==> src/rtl/pixel_stream_pkg.sv <==
// pixel_stream_pkg
//   Shared types and helpers for the pixel stream generator.
//   mode_e     : source address mapping applied to the raster output order
//   state_e    : frame sequencing states of pixel_stream_gen
//   SKID_DEPTH : entries in the output skid buffer
//   addr_width : index width for a table of a given depth (minimum 1 bit)
package pixel_stream_pkg;

    typedef enum logic [1:0] {
        IDENT  = 2'd0,
        HFLIP  = 2'd1,
        VFLIP  = 2'd2,
        ROT180 = 2'd3
    } mode_e;

    typedef enum logic [1:0] {
        IDLE  = 2'd0,
        RUN   = 2'd1,
        DRAIN = 2'd2
    } state_e;

    localparam int SKID_DEPTH = 2;

    function automatic int addr_width(input int depth);
        return (depth > 1) ? $clog2(depth) : 1;
    endfunction

endpackage

==> src/rtl/pixel_rom.sv <==
// pixel_rom
//   Synchronous-read pixel ROM with LANES independent read ports and one
//   cycle of read latency. Word a holds a mod 2^PIX_W.
//   Ports:
//     clk   : clock
//     rst_n : asynchronous active-low reset, clears the read registers
//     en    : read enable, all ports capture together
//     addr  : LANES packed addresses, port k in [k*AW +: AW]
//     data  : LANES packed words, port k in [k*PIX_W +: PIX_W]
module pixel_rom
    import pixel_stream_pkg::*;
#(
    parameter int    DEPTH     = 784,
    parameter int    PIX_W     = 8,
    parameter int    LANES     = 1,
    parameter string INIT_FILE = "",
    parameter int    AW        = addr_width(DEPTH)
) (
    input  logic                   clk,
    input  logic                   rst_n,
    input  logic                   en,
    input  logic [LANES*AW-1:0]    addr,
    output logic [LANES*PIX_W-1:0] data
);

    // Image files are bound by the technology ROM wrapper; this model only
    // carries the built-in address pattern, so a file request is refused
    // rather than silently producing the wrong image.
    if (INIT_FILE != "") begin : g_init_file_check
        $error("pixel_rom: INIT_FILE '%s' not supported by the behavioural ROM", INIT_FILE);
    end

    if (DEPTH < 1) begin : g_depth_check
        $error("pixel_rom: DEPTH must be positive");
    end

    always_ff @(posedge clk or negedge rst_n) begin
        if (!rst_n) begin
            data <= '0;
        end else if (en) begin
            for (int k = 0; k < LANES; k++) begin
                data[k*PIX_W +: PIX_W] <= PIX_W'(addr[k*AW +: AW]);
            end
        end
    end

endmodule

==> src/rtl/pixel_stream_gen.sv <==
// pixel_stream_gen
//   Streams one IMG_W x IMG_H frame from pixel_rom in raster order, LANES
//   pixels per beat, with the source address remapped by the latched mode.
//   Ports:
//     clk_i   : clock, rising edge
//     rst_ni  : asynchronous active-low reset
//     start_i : frame request, honoured only in IDLE outside the done cycle
//     mode_i  : address mode (mode_e), latched on an accepted start
//     ready_i : downstream ready
//     pixel_o : beat data, lane k in [k*PIX_W +: PIX_W], lane 0 = lowest column
//     valid_o : pixel_o / last_o valid
//     last_o  : final beat of the frame
//     busy_o  : accepted start through the done_o cycle inclusive
//     done_o  : one-cycle pulse after the last beat's handshake
//
//   state | meaning
//   IDLE  | waiting for start_i; done_o cycle also spent here
//   RUN   | issuing ROM reads as skid-buffer space allows
//   DRAIN | all reads issued, waiting for the last beat's handshake
module pixel_stream_gen
    import pixel_stream_pkg::*;
#(
    parameter int IMG_W = 28,
    parameter int IMG_H = 28,
    parameter int PIX_W = 8,
    parameter int LANES = 1
) (
    input  logic                   clk_i,
    input  logic                   rst_ni,
    input  logic                   start_i,
    input  logic [1:0]             mode_i,
    input  logic                   ready_i,
    output logic [LANES*PIX_W-1:0] pixel_o,
    output logic                   valid_o,
    output logic                   last_o,
    output logic                   busy_o,
    output logic                   done_o
);

    localparam int NPIX = IMG_W * IMG_H;
    localparam int AW   = addr_width(NPIX);
    localparam int CW   = addr_width(IMG_W);
    localparam int RW   = addr_width(IMG_H);
    localparam int BW   = LANES * PIX_W;
    localparam int CNTW = $clog2(SKID_DEPTH + 1);
    localparam int OW   = CNTW + 1;

    localparam logic [CW-1:0] COL_LAST   = CW'(IMG_W - LANES);
    localparam logic [CW-1:0] COL_STEP   = CW'(LANES);
    localparam logic [RW-1:0] ROW_LAST   = RW'(IMG_H - 1);
    localparam logic [AW-1:0] ROW_STEP   = AW'(IMG_W);
    localparam logic [AW-1:0] VBASE_INIT = AW'((IMG_H - 1) * IMG_W);

    if (IMG_W % LANES != 0) begin : g_lane_check
        $error("pixel_stream_gen: IMG_W (%0d) is not a multiple of LANES (%0d)", IMG_W, LANES);
    end

    if (IMG_W < 2 || IMG_H < 2) begin : g_size_check
        $error("pixel_stream_gen: image must be at least 2x2");
    end

    state_e                  state_q, state_d;
    mode_e                   mode_q;
    logic                    done_q;
    logic                    accept, finish;

    logic [RW-1:0]           row_q;
    logic [CW-1:0]           col_q;
    logic [AW-1:0]           row_base_q;
    logic [AW-1:0]           vrow_base_q;

    logic                    issue, issue_last, space_ok;
    logic [LANES*AW-1:0]     rom_addr;
    logic [BW-1:0]           rom_data;
    logic                    rom_vld_q, rom_last_q;

    logic [SKID_DEPTH-1:0][BW-1:0] skid_data_q;
    logic [SKID_DEPTH-1:0]         skid_last_q;
    logic                          wr_ptr_q, rd_ptr_q;
    logic [CNTW-1:0]               cnt_q;
    logic                          push, pop;

    // ------------------------------------------------------------------
    // Frame sequencing
    // ------------------------------------------------------------------
    always_ff @(posedge clk_i or negedge rst_ni) begin
        if (!rst_ni) begin
            state_q <= IDLE;
            done_q  <= 1'b0;
        end else begin
            state_q <= state_d;
            done_q  <= finish;
        end
    end

    always_comb begin
        state_d = state_q;
        accept  = 1'b0;
        finish  = 1'b0;
        case (state_q)
            IDLE: begin
                // done_q blocks the start sampled in the done cycle itself
                if (start_i && !done_q) begin
                    accept  = 1'b1;
                    state_d = RUN;
                end
            end
            RUN: begin
                if (issue && issue_last) begin
                    state_d = DRAIN;
                end
            end
            DRAIN: begin
                if (pop && last_o) begin
                    finish  = 1'b1;
                    state_d = IDLE;
                end
            end
            default: state_d = IDLE;
        endcase
    end

    // ------------------------------------------------------------------
    // Address generator: running row bases replace r*IMG_W
    // ------------------------------------------------------------------
    assign issue_last = (row_q == ROW_LAST) && (col_q == COL_LAST);

    // Projected occupancy at the edge that delivers this read's data must
    // leave room for it; counting the in-flight read keeps two entries enough.
    assign space_ok = ({1'b0, cnt_q} + OW'(rom_vld_q) - OW'(pop)) < OW'(SKID_DEPTH);
    assign issue    = (state_q == RUN) && space_ok;

    always_ff @(posedge clk_i or negedge rst_ni) begin
        if (!rst_ni) begin
            mode_q      <= IDENT;
            row_q       <= '0;
            col_q       <= '0;
            row_base_q  <= '0;
            vrow_base_q <= '0;
        end else if (accept) begin
            mode_q      <= mode_e'(mode_i);
            row_q       <= '0;
            col_q       <= '0;
            row_base_q  <= '0;
            vrow_base_q <= VBASE_INIT;
        end else if (issue) begin
            if (col_q == COL_LAST) begin
                col_q       <= '0;
                row_q       <= row_q + RW'(1);
                row_base_q  <= row_base_q + ROW_STEP;
                vrow_base_q <= vrow_base_q - ROW_STEP;
            end else begin
                col_q <= col_q + COL_STEP;
            end
        end
    end

    for (genvar k = 0; k < LANES; k++) begin : g_lane
        logic [AW-1:0] lin;
        logic [AW-1:0] src;

        assign lin = row_base_q + AW'(col_q) + AW'(k);

        always_comb begin
            src = lin;
            case (mode_q)
                IDENT:   src = lin;
                HFLIP:   src = row_base_q + AW'(IMG_W - 1 - k) - AW'(col_q);
                VFLIP:   src = vrow_base_q + AW'(col_q) + AW'(k);
                ROT180:  src = AW'(NPIX - 1) - lin;
                default: src = lin;
            endcase
        end

        assign rom_addr[k*AW +: AW] = src;
    end

    pixel_rom #(
        .DEPTH     (NPIX),
        .PIX_W     (PIX_W),
        .LANES     (LANES),
        .INIT_FILE (""),
        .AW        (AW)
    ) u_rom (
        .clk   (clk_i),
        .rst_n (rst_ni),
        .en    (issue),
        .addr  (rom_addr),
        .data  (rom_data)
    );

    always_ff @(posedge clk_i or negedge rst_ni) begin
        if (!rst_ni) begin
            rom_vld_q  <= 1'b0;
            rom_last_q <= 1'b0;
        end else begin
            rom_vld_q  <= issue;
            rom_last_q <= issue && issue_last;
        end
    end

    // ------------------------------------------------------------------
    // Skid buffer: absorbs the read already in flight when ready_i drops
    // ------------------------------------------------------------------
    assign push = rom_vld_q;
    assign pop  = valid_o && ready_i;

    always_ff @(posedge clk_i or negedge rst_ni) begin
        if (!rst_ni) begin
            skid_data_q <= '0;
            skid_last_q <= '0;
            wr_ptr_q    <= 1'b0;
            rd_ptr_q    <= 1'b0;
            cnt_q       <= '0;
        end else begin
            if (push) begin
                skid_data_q[wr_ptr_q] <= rom_data;
                skid_last_q[wr_ptr_q] <= rom_last_q;
                wr_ptr_q              <= ~wr_ptr_q;
            end
            if (pop) begin
                rd_ptr_q <= ~rd_ptr_q;
            end
            case ({push, pop})
                2'b10:   cnt_q <= cnt_q + CNTW'(1);
                2'b01:   cnt_q <= cnt_q - CNTW'(1);
                default: cnt_q <= cnt_q;
            endcase
        end
    end

    assign valid_o = (cnt_q != '0);
    assign pixel_o = skid_data_q[rd_ptr_q];
    assign last_o  = valid_o && skid_last_q[rd_ptr_q];
    assign busy_o  = (state_q != IDLE) || done_q;
    assign done_o  = done_q;

endmodule

==> config.mk <==
export PLATFORM = sky130hd
export DESIGN_NAME = pixel_stream_gen
export DESIGN_NICKNAME = d
export VERILOG_FILES = /design/src/rtl/pixel_stream_pkg.sv /design/src/rtl/pixel_rom.sv /design/src/rtl/pixel_stream_gen.sv
export SDC_FILE = /design/constraint.sdc
export NUM_CORES = 1
export LEC_CHECK = 0
export ABC_AREA = 1
export BUFFER_PORTS_ARGS = -buffer_cell sky130_fd_sc_hd__buf_2
export CAP_MARGIN = 20
export CORE_ASPECT_RATIO = 0.6
export CORE_UTILIZATION = 59
export DETAILED_ROUTE_END_ITERATION = 6
export PLACE_DENSITY = 0.87
export SETUP_SLACK_MARGIN = 0.3
export SYNTH_ARGS = -nofsm -noshare
export SYNTH_HDL_FRONTEND = slang
export SYNTH_SLANG_ARGS = --single-unit
==> constraint.sdc <==
create_clock -name clk_i -period 3.2 [get_ports clk_i]
set_clock_uncertainty 0.1 [all_clocks]
set_input_delay 0.48 -clock clk_i [delete_from_list [all_inputs] [get_ports clk_i]]
set_output_delay 0.48 -clock clk_i [all_outputs]
set_load 0.01 [all_outputs]
==> Word-level counts from Yosys, hierarchy flattened <==
Index checks and enable logic that the tools add are counted.
{ "totals": {"regBits": 67, "wordCells": 98} }
{ "op_classes": {"addsub": 13, "n_lt_le_gt_ge": 4, "eq_ne": 12, "n_mux": 32, "bitwise": 2, "n_reduce_logical": 19} }
{ "ops": {"columns": ["op", "count"], "rows": [
  ["10-bit two-way mux", 6],
  ["8-bit case mux with 4 select lines", 1],
  ["5-bit two-way mux", 6],
  ["8-bit two-way mux", 3],
  ["8-bit by 5-bit adder with 8-bit output", 2],
  ["16-bit bitwise mux", 1],
  ["10-bit by 5-bit adder with 10-bit output, second input constant", 1],
  ["5-bit by 1-bit adder with 5-bit output, second input constant", 2],
  ["5-bit equality test, second input constant", 2],
  ["2-bit nonzero test", 5],
  ["10-bit by 5-bit subtractor with 10-bit output, second input constant", 1],
  ["8-bit by 5-bit adder with 8-bit output, second input constant", 1],
  ["8-bit demux with 1-bit select", 1],
  ["2-bit equality test, second input constant", 4],
  ["1-bit logical AND", 8],
  ["4-bit by 8-bit subtractor with 8-bit output, first input constant", 1],
  ["8-bit by 5-bit subtractor with 8-bit output", 1],
  ["1-bit two-way mux", 7],
  ["2-bit by 1-bit equality test with 1-bit output, second input constant", 3],
  ["2-bit two-way mux", 3],
  ["2-bit case mux with 3 select lines", 1],
  ["2-bit zero test", 2],
  ["1-bit by 2-bit less-than comparator with 1-bit output, second input constant", 2],
  ["2-bit inequality test, second input constant", 2],
  ["15 further kinds", 16]
]} }

==> Longest topological paths before layout <==
Gate-level depths: netlist (run 1).
{ "depth": {"depth_word": 8, "mapped_depth": 17} }

==> Modules after synthesis <==
A second synthesis (run 1) with hierarchy kept.
{ "hier_totals": {"cells_unflattened": 556, "area_unflattened_um2": 4077.7} }
{ "by_module_without_submodules": {"columns": ["mod", "instances", "cells_each", "area_per_inst_um2"], "rows": [
  ["pixel_stream_gen", 1, 522, 3772.4],
  ["pixel_rom", 1, 34, 305.3]
]} }

==> Worst setup path after synthesis (run 1) <==
OpenSTA, ideal clock, no wires.
{ "synth_path": {"kind": "reg2reg", "start": "register cnt_q[1]", "end": "register vrow_base_q[6]", "t_arrival_ns": 2.319, "t_required_ns": 2.976, "slack_ns": 0.657, "path_stages_with_launch": 18, "path_buffers": 0, "synth_period_minus_slack_ns": 2.543, "cell_sequence": "dfrtp_1 > nor2_1 > inv_1 > nand2_1 > nor2_1 > inv_1 > nand2_1 > nand2_1 > fa_1 > inv_1 > nor2_2 > nand2_4 > nand2_4 > nand2_4 > inv_4 > nand3_2 > a21oi_1 > o21ai_1"} }
{ "synth_between": {"elab_chain_len": 7, "word_cells_on_any_way": 8} }
{ "synth_rtl": {"columns": ["item", "line_no", "source"], "rows": [
  ["from (decl)", "pixel_stream_gen.sv:80", "logic [CNTW-1:0] cnt_q;"],
  ["from (signal assigned)", "pixel_stream_gen.sv:225", "2'b10: cnt_q <= cnt_q + CNTW'(1);"],
  ["from (signal assigned)", "pixel_stream_gen.sv:226", "2'b01: cnt_q <= cnt_q - CNTW'(1);"],
  ["from (signal assigned)", "pixel_stream_gen.sv:227", "default: cnt_q <= cnt_q;"],
  ["2-bit nonzero test", "pixel_stream_gen.sv:232", "assign valid_o = (cnt_q != '0);"],
  ["via valid_o", "pixel_stream_gen.sv:34", "output logic valid_o,"],
  ["1-bit logical AND", "pixel_stream_gen.sv:206", "assign pop = valid_o && ready_i;"],
  ["3-bit by 1-bit subtractor with 3-bit output", "pixel_stream_gen.sv:130", "assign space_ok = ({1'b0, cnt_q} + OW'(rom_vld_q) - OW'(pop)) < OW'(SKID_DEPTH);"],
  ["3-bit by 2-bit less-than comparator with 1-bit output", "pixel_stream_gen.sv:130", null],
  ["1-bit logical AND", "pixel_stream_gen.sv:131", "assign issue = (state_q == RUN) && space_ok;"],
  ["2-bit nonzero test (no line)", null, null],
  ["2-bit AND reduction (no line)", null, null],
  ["to (signal assigned)", "pixel_stream_gen.sv:151", "vrow_base_q <= vrow_base_q - ROW_STEP;"],
  ["to (decl)", "pixel_stream_gen.sv:70", "logic [AW-1:0] vrow_base_q;"]
]} }
The timed path passes the listed nets, and every way through them passes these cells.
A chain may end at the register's enable or synchronous reset.

==> Worst setup path in the final report (run 1) <==
{ "layout_path": {"start": "register cnt_q[0]", "end": "register vrow_base_q[6]"} }
{ "layout_between": {"elab_chain_len": 7, "word_cells_on_any_way": 8} }
{ "layout_rtl": {"columns": ["item", "line_no"], "rows": [
  ["branches (longest 2 deep; another with 2-bit by 1-bit adder with 3-bit output)", null],
  ["3-bit by 1-bit subtractor with 3-bit output *", "pixel_stream_gen.sv:130"],
  ["3-bit by 2-bit less-than comparator with 1-bit output *", "pixel_stream_gen.sv:130"],
  ["1-bit logical AND *", "pixel_stream_gen.sv:131"],
  ["2-bit nonzero test (no line) *", null],
  ["2-bit AND reduction (no line) *", null]
]} }
Mark *: on every way between the ends.

==> results.tsv, run 1 <==
metric	value	unit
power.leakage	2.03	nW
crit_buf_inv	2	
drive_above_1_share	0.138	
vias	3153	
ant_nets	0	
grt_pass1_wl	13000	µm
dr.first_iter.drc_count	190	
hold_viol_final	0	
fin_tns_setup	0	ns
grt_pass1_vias	2743	
synth-seq-area-share	0.418	
cp_top_family	simple AND/OR/NAND/NOR gates	
avgSynthCellArea	7.63	µm²
numPortBuffers	17	
antenna_found_initial	0	
dp_hpwl	6040	µm
crit_arrival	2.80	ns
post-route-period-util	0.837	
critPathLaunchType	flop	
clk_pin_slew	0.07	ns
hold_path_class	in2async	
clkLatencyLatePin	0.34	ns
vdd_drop_max	0.519	mV
gp_congestion	0.933	
yosysWarnings	0	
die_area	6310	µm²
r2r-end	vrow_base_q[6]	
max_slew_margin	0.639	
cts_made_buffers	9	
end_kind	flop	
track_usage	0.280	
r2r_slack	0.52	ns
ctsHtreeMaxLevel	3	
cts_sinks	59	
required	3.32	ns
die_h	61.9	µm
fin_hold_ws	0.0246	ns
drv_cap	0	
viasPerCell	5.50	
start_util	0.622	
critPathSlowestCell	dfrtp_2	
critical_path.max_stage_delay	0.44	ns
path_max_fanout	16	
register_area	1480	µm²
syn_inst	463	
max_freq	0.373	GHz
die_w	102	µm
cts_tree	yes	
path_cells	nor2_2 -> inv_1 -> nand2_2 -> nand2_2 -> nand2_2 -> nand2_1 -> fa_1 -> xor2_1 -> nor2_2 -> nand2_4 -> nand2_4 -> nand2_8 -> inv_4 -> nand3_2 -> a21oi_1 -> o21ai_1	
status	finished, final reports clean	
timing.rr.start	cnt_q[0]	
first_pass_iters	5	
nets	515	
worst_r2r_path_depth	16	
slew_viol_final	0	
rows	21	
antenna_cells	0	
drc	0	
period_needed	2.68	ns
multiInputGateArea	1800	µm²
grt_setup_unrepaired	no	
syn_area	3530	µm²
path_class	reg2reg	
synthArstFlopShare	1.00	
synth_edf_count	0	
clockBufferDepth	2	
ctsHoldBuffers	0	
grt_max_degree	26	
cp_common_cell	nand2_2	
routed_wirelength	8230	µm
cts_root_buffer	clkbuf_8	
ios	18	
setup_viol	0	
area_growth_syn_to_layout	11.7	%
syn_nets	489	
synth-seq-cells	59	
synth_flop_cell	dfrtp_1	
post_drt_wl_per_cell	14.4	µm
tightest_slew	0.541	ns
grt-ovfl-total	0	
p_per_area	972	nW/µm²
fp.coreArea	5680	µm²
n_fill_cell	434	
ys_types	39	
-- kinds of logic (layout without fill, tap and decap cells) --
| group | count (synthesis) | after routing | share of synthesized area |
|---|---|---|---|
| compound gates | 84 | 84 | 0.131 |
| xor+xnor | 11 | 11 | 0.0273 |
| fa+ha+maj | 20 | 20 | 0.0730 |
| buf+inv | 74 | 104 | 0.0829 |
| flops | 59 | 59 | 0.418 |
| mux | 1 | 1 | 0.00283 |
| other cells | 1 | 1 | 0.00106 |
| simple gates | 213 | 213 | 0.264 |
-- registers in the layout, summed over array words and instances, names as in the netlist --
name and cells:
wr_ptr_q 1, skid_data_q 16, mode_q 2, vrow_base_q 6
skid_last_q 2, cnt_q 2, rom_last_q 1, row_q 5
state_q 2, push 1, u_rom.data 8, done_o 1
col_q 5, rd_ptr_q 1, row_base_q 6
-- power by group --
group,total [mW],leakage [nW],switching (mW),internal [mW]
sequential,1.23,0.726,0.238,0.992
combinational,1.94,1.21,1.23,0.707
clock,0.669,0.102,0.296,0.373
-- Yosys cell counts, types with 2 or more instances --
cell type,count,area share
nand2_4,3,0.0096
buf_2,4,0.0057
dfrtp_1,59,0.42
o21ai_0,38,0.054
nand2_1,135,0.14
or2_2,2,0.0035
ha_1,19,0.067
nand2_2,3,0.0053
a21oi_1,18,0.026
o21ai_1,11,0.016
o21bai_1,2,0.0042
a31oi_1,4,0.0071
a21oi_2,2,0.0050
xor2_1,10,0.025
inv_1,60,0.064
o22ai_1,2,0.0035
nand3_2,2,0.0057
nand3_1,28,0.040
clkinv_1,2,0.0021
nor2_1,29,0.031
inv_2,4,0.0042
o211ai_1,3,0.0064
clkbuf_1,2,0.0021
nand4_1,5,0.0089
nor3_1,2,0.0028
-- repair_timing --
| action | CTS | global route |
|---|---|---|
| endpoints found under the setup margin | 0 | 26 |
| gates resized for setup | 0 | 11 |
| buffers inserted | 0 | 3 |
-- per-stage QoR --
stage	total power [mW]	setup WS [ns]	cells	util	area, µm²
5_1_grt	4.20	0.295	573	0.695	3950
3_5_place_dp	3.01	0.375	555	0.651	3690
6_report	3.84	0.520	573	0.695	3950
2_1_floorplan	2.55	0.657	463	-	3530
4_1_cts	3.70	0.356	570	0.685	3880
3_3_place_gp	2.93	0.524	555	0.651	3690
-- layout make-up --
cell class                      count  share of cell area
Multi-Input combinational cell    330               0.455
Timing Repair Buffer               22              0.0311
Inverter                           67              0.0653
Clock buffer                       10              0.0349
Sequential cell                    59               0.375
Tap cell                           80              0.0254
Clock inverter                      5              0.0136
-- metal layers --
layer  global-route usage  share of wire  vias up
met5                    0              0        -
met3               0.0861          0.079       14
li1                     -              -     1546
met4               0.0776          0.013        0
met1                0.409           0.47     1460
met2                0.406           0.43      133
-- layout by cell type (no fill, tap or decap), types with 3 or more instances in the layout --
cell type / instances
buf_2: 17
o21ai_0: 38
ha_1: 19
xor2_1: 10
o21ai_1: 11
o211ai_1: 3
nand2_2: 6
dfrtp_1: 57
clkinv_2: 3
nor2_1: 27
nand4_1: 5
clkbuf_8: 10
inv_2: 4
inv_1: 59
nand3_1: 28
buf_4: 5
nand2_1: 132
a31oi_1: 4
a21oi_1: 18
-- how the worst max path moves through the flow --
stage	startpoint	endpoint	slack [ns]	depth (start not counted)
after global placement	cnt_q[1]	vrow_base_q[6]	0.52	17
after global routing	cnt_q[0]	vrow_base_q[7]	0.29	16
after CTS	cnt_q[1]	vrow_base_q[7]	0.36	17
after floorplan	cnt_q[1]	vrow_base_q[6]	0.66	17
final	cnt_q[0]	vrow_base_q[6]	0.52	16
after detailed placement	cnt_q[1]	vrow_base_q[7]	0.37	17
-- worst register-to-register path: stages (launching register included) --
cell	delay [ns]
dfrtp_2	0.44
nor2_2	0.16
inv_1	0.09
nand2_2	0.12
nand2_2	0.07
nand2_2	0.08
nand2_1	0.06
fa_1	0.38
xor2_1	0.16
nor2_2	0.15
nand2_4	0.10
nand2_4	0.11
nand2_8	0.11
inv_4	0.13
nand3_2	0.09
a21oi_1	0.14
o21ai_1	0.08
No activity file was read; power rests on OpenSTA's default activity.
==> run 2, diff against run 1 <==
Settings changed: CORE_UTILIZATION 59 to 55, PLACE_DENSITY 0.87 to 0.86.
Clock period 3.2 ns to 2.4 ns, I/O delays scaled along.
==> run 2 against run 1 <==
Net effect: sequential power increased by 28%; setup slack got worse by 0.81 ns; sequential share of layout area decreased by 5.6 points; critical path type unchanged; utilization increased by 5.7 points; combinational power increased by 110%; the run now ends with setup timing left; maximum frequency decreased by 0.24%; critical path depth unchanged; global-route usage increased by 3.6 points; hold slack got worse by 0.014 ns; total power increased by 75%.
==> results.tsv, run 2 (synthesized netlist as in run 1, its figures left out) <==
metric	value	unit	change
drc	0		unchanged
finalPower	6.71	mW	+75%
max_slew_margin	0.452		-0.187
first_pass_iters	5		unchanged
start_util	0.573		-0.0495
dp_hpwl	6200	µm	+2.7%
drv_cap	0		unchanged
cts_tree	yes		
fin_util	0.752		+0.0567
violations	setup timing		
cts_root_buffer	clkbuf_8		
viasPerCell	5.70		+3.6%
antenna_found_initial	0		unchanged
p_int	3.72	mW	+80%
path_class	reg2reg		
rows	22		+4.8%
fp.coreArea	6170	µm²	+8.6%
largest_reg_flops	16		unchanged
largest_register	skid_data_q		
fin_tns_setup	-5.83	ns	-5.83 ns
hold_path_class	in2async		
ant_nets	0		unchanged
dp_cells	572		+3.1%
timing.rr.start	cnt_q[0]		
slew_viol_final	0		unchanged
grt_max_degree	36		+38%
power.leakage	2.37	nW	+16%
r2r-end	col_q[2]		
post_drt_wl_per_cell	17.4	µm	+21%
crit_arrival	2.86	ns	+0.06 ns
critPathLaunchType	flop		
drive_above_1_share	0.279		+0.141
ctsHtreeMaxLevel	3		unchanged
cts_sinks	59		unchanged
period_needed	2.69	ns	+0.00648 ns
cts_made_buffers	9		unchanged
hold_viol_final	0		unchanged
end_kind	flop		
final_common_cell	nand2_1		
pre_cts_slack	-0.172	ns	-0.547 ns
fin_ws	-0.286	ns	-0.806 ns
stdcell_count	622		+8.6%
vias	3547		+12%
setup_viol	35		+35
path_max_fanout	8		-8
nets	559		+8.5%
r2r_slack	-0.29	ns	-0.81 ns
fin_hold_ws	0.0110	ns	-0.0135 ns
clockBufferDepth	2		unchanged
die_w	105	µm	+3.5%
clockPowerShare	0.145		-0.029
combPwrFrac	0.620		+0.115
post-route-period-util	1.12		+0.282
grt_pass1_wl	16100	µm	+24%
dr.first_iter.drc_count	277		+46%
area_growth_syn_to_layout	31.3	%	
ios	18		unchanged
clk_pin_slew	0.07	ns	about the same
p_per_area	1450	nW/µm²	+49%
max_freq	0.372	GHz	-0.24%
antenna_cells	0		unchanged
final_area	4640	µm²	+18%
grt-ovfl-total	0		unchanged
largestRegisters	skid_data_q: 16 flops, u_rom.data: 8 flops		
routed_wirelength	10800	µm	+31%
p_switching	2.99	mW	+69%
gp_congestion	0.925		-0.84%
grt_setup_unrepaired	yes		
placed_cell_area	3830	µm²	+3.7%
die_h	64.1	µm	+3.5%
status	complete, but fails checks		
grt_pass1_vias	3332		+21%
p_sw_frac	0.445		-0.0144
tightest_slew	0.822	ns	+0.281 ns
numPortBuffers	17		unchanged
track_usage	0.316		+0.0362
clkLatencyLatePin	0.34	ns	about the same
power_frac_seq	0.235		-0.086
final_cell_mix	nand2_1, dfrtp_1, inv_1, buf_4, o21ai_0		
worst_r2r_path_depth	16		unchanged
required	2.57	ns	-0.75 ns
die_area	6760	µm²	+7.1%
vdd_drop_max	0.928	mV	+79%
==> run 2: power groups by stage <==
stage / sequential (mW) / combinational (mW) / clock, mW
3_5_place_dp: 1.54 / 2.78 / 0
6_report: 1.58 / 4.16 / 0.971
3_3_place_gp: 1.53 / 2.67 / 0
2_1_floorplan: 1.53 / 1.91 / 0
4_1_cts: 1.55 / 3.78 / 0.971
5_1_grt: 1.61 / 4.50 / 1.03
==> run 2: routing by layer <==
metal  vias up  share of wire  track usage
met1      1706           0.43        0.416
met4         0          0.024        0.116
met3        27          0.075       0.0786
met2       172           0.47        0.511
met5         -              0            0
li1       1642              -            -
==> run 2: what timing repair did <==
item,4_1_cts,5_1_grt
endpoints found under the setup margin,34,35
setup buffers,24,8
gates resized for setup,69,21
cloned,2,0
hold buffers,0,0
pin swaps,8,13
==> run 2: final cells by class <==
| type | count | area, µm² |
|---|---|---|
| clock inverters | 4 | 47.5 |
| repair buffers | 65 | 544 |
| fillers | 408 | 1530 |
| well taps | 84 | 105 |
| flip-flops and latches | 59 | 1480 |
| multi-input cells | 330 | 2020 |
| repair inverters | 1 | 16.3 |
| inverters | 67 | 264 |
| clock buffers | 12 | 165 |
==> run 2: worst max path at each step <==
stage	cells after the start	end	startpoint	slack, ns
floorplan	17	vrow_base_q[7]	cnt_q[1]	-0.0003
detailed placement	16	vrow_base_q[7]	cnt_q[0]	-0.17
global placement	16	vrow_base_q[6]	ready_i	0.03
global route	18	col_q[4]	cnt_q[0]	-0.38
CTS	18	cnt_q[0]	cnt_q[1]	-0.08
finish	16	col_q[2]	cnt_q[0]	-0.29
==> run 2: worst max-delay path: stages (launching register included) <==
cell	delay, ns
dfrtp_1	0.40
nor2_2	0.16
inv_2	0.08
nand2_4	0.11
nand2_4	0.05
nand2_2	0.08
nand2_2	0.07
fa_2	0.37
xor2_2	0.26
nor2_4	0.08
nand2_4	0.12
nand2_4	0.08
nand2_8	0.15
buf_12	0.16
clkinv_8	0.07
a21oi_4	0.12
o21a_1	0.15
==> run 3, diff against run 2 <==
--- a/constraint.sdc
+++ b/constraint.sdc
@@ -4,2 +4,2 @@
 set_output_delay 0.36 -clock clk_i [all_outputs]
-set_load 0.01 [all_outputs]
+set_load 0.1 [all_outputs]
==> run 3 against run 2 <==
Net effect: the run still ends with setup timing left; non-clock buffer count grew 7; first-iteration DRC count shrank 17%; register-to-register slack gained 0.02 ns; sequential power is essentially flat; routed wire length shrank 6.0%; total power grew 7.3%; utilization shrank 0.30 points; global-route usage grew 0.48 points; sequential share of layout area grew 0.18 points; critical path type unchanged; largest power group unchanged.
==> results.tsv, run 3 (synthesized netlist as in run 1, its figures left out) <==
metric	value	unit	change
p_per_area	1560	nW/µm²	+7.7%
max_slew_margin	0.446		-0.00637
post-route-period-util	1.11		-0.0101
grt_max_degree	37		+2.8%
grt_setup_unrepaired	yes		
clk_pin_slew	0.07	ns	about the same
pre_cts_slack	-0.271	ns	-0.0983 ns
hold_viol_final	0		unchanged
grt_pass1_vias	3201		-3.9%
dr.first_iter.drc_count	230		-17%
required	2.54	ns	-0.03 ns
combPwrFrac	0.658		+0.038
vias	3473		-2.1%
routed_wirelength	10200	µm	-6.0%
finalPower	7.20	mW	+7.3%
post_drt_wl_per_cell	16.2	µm	-7.0%
max_freq	0.376	GHz	+0.91%
track_usage	0.321		+0.00478
numPortBuffers	17		unchanged
clockPowerShare	0.119		-0.026
start_util	0.573		unchanged
die_area	6760	µm²	unchanged
drc	0		unchanged
clkLatencyLatePin	0.35	ns	about the same
largestRegisters	skid_data_q: 16 flops, u_rom.data: 8 flops		
power.leakage	2.37	nW	about the same
period_needed	2.66	ns	-0.0243 ns
drive_above_1_share	0.264		-0.0146
p_int	3.65	mW	-2.0%
status	complete, but fails checks		
crit_arrival	2.80	ns	-0.06 ns
die_w	105	µm	unchanged
vdd_drop_max	1.05	mV	+14%
path_max_fanout	3		-5
fp.coreArea	6170	µm²	unchanged
cts_root_buffer	clkbuf_8		
fin_util	0.749		-0.00304
path_class	reg2reg		
grt_pass1_wl	15900	µm	-1.5%
hold_path_class	in2async		
cts_sinks	59		unchanged
fin_hold_ws	0.00650	ns	-0.00451 ns
ctsHoldBuffers	0		unchanged
drv_cap	0		unchanged
dp_hpwl	6320	µm	+2.0%
violations	setup timing		
power_frac_seq	0.223		-0.012
first_pass_iters	6		+1
nets	566		+1.3%
final_cell_mix	nand2_1, dfrtp_1, inv_1, buf_4, o21ai_0		
fin_ws	-0.262	ns	+0.0243 ns
tightest_slew	0.831	ns	+0.00955 ns
final_common_cell	nand2_1		
gp_congestion	0.910		-1.6%
viasPerCell	5.52		-3.2%
ctsHtreeMaxLevel	3		unchanged
critPathLaunchType	flop		
ios	18		unchanged
ant_nets	0		unchanged
clockBufferDepth	2		unchanged
cts_tree	yes		
r2r_slack	-0.26	ns	+0.02 ns
area_growth_syn_to_layout	30.7	%	
slew_viol_final	0		unchanged
end_kind	flop		
antenna_found_initial	0		unchanged
antenna_cells	0		unchanged
grt-ovfl-total	0		unchanged
cts_made_buffers	9		unchanged
p_sw_frac	0.494		+0.0482
rows	22		unchanged
die_h	64.1	µm	unchanged
setup_viol	35		unchanged
p_switching	3.55	mW	+19%
largest_register	skid_data_q		
largest_reg_flops	16		unchanged
==> run 3: changes by cell type in the layout (fill, tap and decap cells not counted), sizes merged <==
cell,delta
nand2,+1
clkbuf,+8
clkinv,-4
clkinvlp,+1
bufinv,-1
buf,+2
==> run 3: worst paths after layout <==
| path | start | to | cells after the start |
|---|---|---|---|
| setup / recovery | cnt_q[1] | cnt_q[0] | 18 |
| hold / removal | rst_ni | row_q[2] | 1 |
| setup reg to reg | cnt_q[1] | cnt_q[0] | 18 |
| hold reg to reg | skid_data_q[3] | skid_data_q[3] | 2 |
| max in group asynchronous | rst_ni | u_rom.data[3] | 2 |
| min in group clk_i | mode_i[0] | mode_q[0] | 3 |
==> run 3: power groups by stage <==
stage | combinational (mW) | sequential, mW | clock [mW]
global placement | 3.47 | 1.57 | 0
floorplan | 2.55 | 1.53 | 0
CTS | 4.16 | 1.58 | 0.864
finish | 4.74 | 1.60 | 0.858
global route | 5.12 | 1.63 | 0.909
detailed placement | 3.57 | 1.59 | 0
==> run 3: stage by stage <==
stage	instances	TNS (ns)	cell area, µm²
CTS	622	-1.57	4430
detailed placement	581	-4.54	3920
finish	629	-5.16	4620
floorplan	463	-14.76	3560
global placement	581	-0.250	3920
global route	629	-9.09	4620
==> run 3: cell type report <==
cell class / count / area (µm²)
fill: 420 / 1550
sequential: 59 / 1480
tap: 84 / 105
multi-input combinational: 331 / 1980
inverter: 67 / 267
clock inverter: 1 / 7.51
timing repair buffer: 72 / 607
clock buffer: 15 / 176
==> run 3: per-layer routing <==
layer  routed length (µm)  vias up  global-route usage
li1                     -     1646                   -
met5                    0        -                   0
met4                  304        0               0.143
met1                 4480     1636               0.421
met2                 4480      159               0.483
met3                  894       32               0.112
==> run 3: worst max-delay path, cell delays in order (launching register included) <==
cell	delay [ns]
dfrtp_2	0.43
nor2_4	0.14
clkinvlp_4	0.12
nand2_4	0.11
nor2_4	0.06
inv_2	0.07
nand2_4	0.05
buf_4	0.13
buf_6	0.11
buf_4	0.12
buf_4	0.13
buf_4	0.12
buf_4	0.13
buf_6	0.11
buf_4	0.13
buf_4	0.12
buf_4	0.12
buf_4	0.12
xor2_1	0.13
==> run 3: what timing repair did <==
| action | 4_1_cts | 5_1_grt |
|---|---|---|
| pin swaps | 12 | 5 |
| endpoints found under the setup margin | 43 | 41 |
| gates cloned | 1 | 1 |
| gates resized for setup | 39 | 33 |
| setup buffers | 24 | 6 |
